===== src/rtl/stdp_dt_tracker.sv =====
// stdp_dt_tracker: measures the pre-to-post spike interval (in ticks) used
// as the address of an STDP depression LUT. Each pre spike arms an interval
// counter; the next post spike either produces an accepted dt (inside
// [WINDOW_MIN, WINDOW_MAX]) or bumps a saturating reject counter.
// Optional build macro: DT_TIMEOUT_EN -- drop a pending pre spike once the
// interval passes WINDOW_MAX, so late post spikes are ignored, not rejected.
//
// state  | meaning
// -------+---------------------------------------------------------
// IDLE   | no pending pre spike; post spikes are ignored
// ARMED  | pre spike pending; interval counter advances on each tick
module stdp_dt_tracker #(
  parameter int WINDOW_MIN = 2,
  parameter int WINDOW_MAX = 20
) (
  input  logic        clk,
  input  logic        rst,
  input  logic        tick,
  input  logic        pre_spike,
  input  logic        post_spike,
  output logic [7:0]  dt,
  output logic        dt_valid,
  output logic        lut_valid,
  output logic [15:0] reject_cnt
);

  typedef enum logic {S_IDLE = 1'b0, S_ARMED = 1'b1} state_t;

  state_t      r_state;
  state_t      w_state_nxt;
  logic [7:0]  r_cnt;
  logic [7:0]  w_cnt_nxt;
  logic [7:0]  w_n;
  logic        w_in_win;
  logic        w_accept;
  logic        w_reject;
  logic        w_timeout;
  logic [7:0]  r_dt;
  logic        r_dt_valid;
  logic        r_lut_valid;
  logic [15:0] r_reject_cnt;

  // Interval seen by an event on this tick: one more than the stored count,
  // so a post one tick after the pre gives n=1.
  assign w_n      = (r_cnt == 8'hFF) ? 8'hFF : r_cnt + 8'd1;
  assign w_in_win = (32'(w_n) >= WINDOW_MIN) && (32'(w_n) <= WINDOW_MAX);

`ifdef DT_TIMEOUT_EN
  assign w_timeout = (32'(w_n) == WINDOW_MAX + 1);
`else
  assign w_timeout = 1'b0;
`endif

  // State and interval counter registers
  always_ff @(posedge clk) begin
    if (rst) begin
      r_state <= S_IDLE;
      r_cnt   <= 8'd0;
    end else begin
      r_state <= w_state_nxt;
      r_cnt   <= w_cnt_nxt;
    end
  end

  // Next state: a pre spike always re-arms after the post has been judged
  // against the old interval, so coincident pre+post ends ARMED at zero.
  always_comb begin
    w_state_nxt = r_state;
    w_cnt_nxt   = r_cnt;
    if (tick) begin
      if (pre_spike) begin
        w_state_nxt = S_ARMED;
        w_cnt_nxt   = 8'd0;
      end else if (r_state == S_ARMED) begin
        w_cnt_nxt = w_n;
        if (post_spike || w_timeout) begin
          w_state_nxt = S_IDLE;
        end
      end
    end
  end

  // Event classification of a post spike evaluated in ARMED
  always_comb begin
    w_accept = 1'b0;
    w_reject = 1'b0;
    if (tick && post_spike && (r_state == S_ARMED)) begin
      w_accept = w_in_win;
      w_reject = !w_in_win;
    end
  end

  // Output datapath: dt capture, valid pulse, LUT-aligned valid, reject count
  always_ff @(posedge clk) begin
    if (rst) begin
      r_dt         <= 8'd0;
      r_dt_valid   <= 1'b0;
      r_lut_valid  <= 1'b0;
      r_reject_cnt <= 16'd0;
    end else begin
      r_dt_valid  <= w_accept;
      r_lut_valid <= r_dt_valid;
      if (w_accept) begin
        r_dt <= w_n;
      end
      if (w_reject && (r_reject_cnt != 16'hFFFF)) begin
        r_reject_cnt <= r_reject_cnt + 16'd1;
      end
    end
  end

  assign dt         = r_dt;
  assign dt_valid   = r_dt_valid;
  assign lut_valid  = r_lut_valid;
  assign reject_cnt = r_reject_cnt;

endmodule


===== config.mk =====
export PLATFORM = sky130hd
export DESIGN_NAME = stdp_dt_tracker
export DESIGN_NICKNAME = d
export VERILOG_FILES = /design/src/rtl/stdp_dt_tracker.sv
export SDC_FILE = /design/constraint.sdc
export NUM_CORES = 1
export LEC_CHECK = 0
export CORE_ASPECT_RATIO = 1.25
export CORE_MARGIN = 3
export CORE_UTILIZATION = 30
export CTS_BUF_LIST = sky130_fd_sc_hd__clkbuf_8
export DETAILED_ROUTE_END_ITERATION = 6
export PLACE_DENSITY_LB_ADDON = 0.15
export SLEW_MARGIN = 20
export SYNTH_ARGS = -nofsm -noshare
export SYNTH_HDL_FRONTEND = slang
export SYNTH_SLANG_ARGS = --single-unit

===== constraint.sdc =====
create_clock -name clk -period 2.18 [get_ports clk]
set_clock_uncertainty 0.05 [all_clocks]
set_input_delay 0.436 -clock clk [delete_from_list [all_inputs] [get_ports clk]]
set_output_delay 0.436 -clock clk [all_outputs]
set_load 0.01 [all_outputs]

==> reports/metrics.cfg <==
[critical_path]
crit_required_ns = 2.36
cp_num_buf_inv = 1
crit_chain = ha_4 -> or4_4 -> a21oi_4 -> nor3_4 -> buf_6 -> or4_4 -> a21oi_1
cp_max_fo = 10
rr_startpoint = r_cnt[0]
critPathLaunchType = flop
cp_slowest_cell = or4_4
crit_family = simple AND/OR/NAND/NOR gates
cp_common_cell = or4_4
worst_setup_path_end_kind = flop
r2r_setup_slack_ns = 0.07
rr_endpoint = reject_cnt[8]
r2r_cells = 7
cp-startpoint = r_cnt[0]
arrival_ns = 2.29
worstSetupPathType = flop to flop
critPathMaxStageDelay_ns = 0.50

[cts]
cts.sinks = 35
clkTransAtPathRegs_ns = 0.08
htree_levels = 2
hold_buffers = 0
ctsLongestPathBuffers = 2
cts_buffers = 5
clockRootBuffer = clkbuf_8
clk_latency_ns = 0.29
cts_tree = built

[power]
p_leak_nw = 0.989
power_frac_clock_pct = 42.6
comb_power_share_pct = 5.7
power_frac_seq_pct = 51.7
p_sw_share_pct = 22.9
power_density_nw_per_um2 = 453
p_total_mw = 1.24
switchingPower_mw = 0.285
ir_drop_mv = 0.302
p_int_mw = 0.957

[sta]
setup_slack_ns = 0.0681
slew_viol_final = 0
fmax_ghz = 0.474
post-route-period-util_pct = 96.9
period_minus_slack_ns = 2.11
finalSetupViolCount = 0
hold_viol = 0
tns_ns = 0
worst_pin_slew_ns = 0.624
max-slew-margin-rel_pct = 58.1
worst_hold_slack_ns = 0.418
rsz0062_at_grt = true

[finish]
final_nets = 291
layout-drive-gt1-share_pct = 24.6
syn2layout_area_growth_pct = 39.8
final_util_pct = 43.9
n_antenna_cell = 0

[global_routing]
grt_pass1_vias = 1742
use_met1_pct = 16.3
grt_overflow = 0
grt_pass1_wl_microns = 8180
top_usage_layer = met2
antenna_found_initial = 0
grt.met2_usage_pct = 24.1
grt_max_degree = 43
use_met3_pct = 3.80
grt_use_total_pct = 13.7

[synth]
synth-async-reset-ratio_pct = 0
ys_seq_area_share_pct = 35.7
yosys.area.top_type = dfxtp_1
synth_top_area_share_pct = 35.7
ys_types = 57
ys.flop_type = dfxtp_1
syn_avg_cell_area_sq_um = 8.64
synth-edff-count = 0
synth_warnings = 0
synth_area_leaders = dfxtp_1 (36%), nor2_1 (4.4%), a21oi_1 (4.1%)
netlist_instances = 227
synth_area_sq_um = 1960
synthesis.nets = 234
synth_seq_cells = 35

[floorplan]
rows = 32
die_area_sq_um = 7550
die_w_microns = 78.3
start_util_pct = 31.4
chipHeight_microns = 96.4
core_area_sq_um = 6250
io_pins = 31

[min_path]
hold_end = lut_valid
hold_depth = 1
hp-class = flop to flop
hold_start = dt_valid

[detailed_routing]
drt_iter0_markers = 87
routed_wl_microns = 4980
ant_nets = 0
num_vias = 1850
drc = 0
via_per_inst = 5.00
route.detailed.wl_per_inst_microns = 13.5
drt_first_pass_iters = 4

[placed_design]
preCtsSetupSlack_ns = -0.0944
gp_congestion = 0.797
dp_hpwl_microns = 3560
numPortBuffers = 30

[run_status]
outcome = finished, final reports clean

[flow_run]
maxCapViolCount = 0

==> state kept, by name (all words and copies together) (netlist names) <==
name / count
dt: 8
dt_valid: 1
r_state: 1
lut_valid: 1
r_cnt: 8
reject_cnt: 16
==> synth_stat cells (2+ instances only) <==
library cell and n:
a211oi_1 2, a21o_1 4, a21oi_1 16, a22oi_1 3, a311oi_1 3, a31oi_1 3, and2_1 3, and3_1 8
and4_1 3, buf_2 2, buf_4 4, buf_6 4, clkbuf_1 4, dfxtp_1 35, ha_1 2, mux2_1 4
nand2_1 9, nand2b_1 2, nand3_1 15, nand4_1 5, nor2_1 23, nor2b_1 7, nor3_1 7, nor3b_1 3
o21ai_0 8, o21ai_1 7, o31ai_1 2, or3_1 7, or4_1 4
==> cell families (layout without fill, tap and decap cells) <==
group                    after synthesis  in the layout  share of synthesized area (%)
flip-flops                            35             35                           35.7
AO/OA/AOI/OAI                         59             59                           20.3
adder cells (fa/ha/maj)                2              2                           1.28
AND/OR/NAND/NOR                      107            107                           32.7
XOR/XNOR                               2              2                          0.894
buffers and inverters                 16             74                           5.49
multiplexers                           6              6                           3.57
==> cells in the final DEF (no fill, tap or decap), drive strengths merged, types with 2 or more instances in the layout <==
cell type | Yosys | routed
dfxtp | 35 | 35
buf | 11 | 35
clkdlybuf4s50 | 0 | 30
nor2 | 23 | 23
a21oi | 17 | 17
nand3 | 15 | 15
o21ai | 15 | 15
nand2 | 9 | 9
and3 | 8 | 8
nor3 | 8 | 8
or3 | 7 | 7
nor2b | 7 | 7
clkbuf | 4 | 7
nand4 | 6 | 6
mux2 | 5 | 5
a21o | 4 | 4
nor3b | 4 | 4
a311oi | 4 | 4
or4 | 4 | 4
and4 | 3 | 3
a31oi | 3 | 3
and2 | 3 | 3
a22oi | 3 | 3
a211oi | 3 | 3
o31ai | 2 | 2
nand2b | 2 | 2
inv | 1 | 2
nor4 | 2 | 2
ha | 2 | 2
==> stage by stage <==
step,instance area (sq um),cells
after floorplan,1960,227
after global placement,2510,358
after detailed placement,2510,358
after CTS,2660,368
after global routing,2740,370
final,2740,370
==> power groups by stage <==
stage          Combinational [mW]  Clock [mW]  Sequential (mW)
2_1_floorplan              0.0349           0            0.659
3_3_place_gp               0.0670           0            0.658
3_5_place_dp               0.0669           0            0.658
4_1_cts                    0.0689       0.542            0.643
5_1_grt                    0.0795       0.565            0.643
6_report                   0.0707       0.529            0.642
==> layout make-up <==
cell class | instances | area (sq um)
Clock buffer | 7 | 96.3
Clock inverter | 1 | 3.75
Fill cell | 649 | 3510
Inverter | 1 | 3.75
Multi-Input combinational cell | 176 | 1220
Sequential cell | 35 | 709
Tap cell | 85 | 106
Timing Repair Buffer | 65 | 598
==> worst register-to-register path, cell delays in order, from the launching register on <==
cell     delay [ns]
dfxtp_2        0.34
ha_4           0.17
or4_4          0.43
a21oi_4        0.20
nor3_4         0.08
buf_6          0.14
or4_4          0.50
a21oi_1        0.14
==> how the worst max path moves through the flow <==
stage	to	slack, ns	cells after the start
floorplan	reject_cnt[10]	0.05	9
global placement	reject_cnt[8]	-0.09	7
detailed placement	reject_cnt[8]	-0.09	7
CTS	reject_cnt[8]	0.003	9
global route	dt[3]	-0.002	9
finish	reject_cnt[8]	0.07	7
==> routing by layer <==
metal | wire (microns) | up-vias
met2 | 2520 | 34
met3 | 182 | 5
met4 | 49 | 0
met5 | 0 | -
li1 | - | 962
met1 | 2230 | 849
==> timing repair <==
item                                    4_1_cts  5_1_grt
endpoints found under the setup margin       12       20
resized for setup                             8       18
pin swaps                                     4        5
buffers inserted                              2        2
Power figures use the tool's default switching activity.
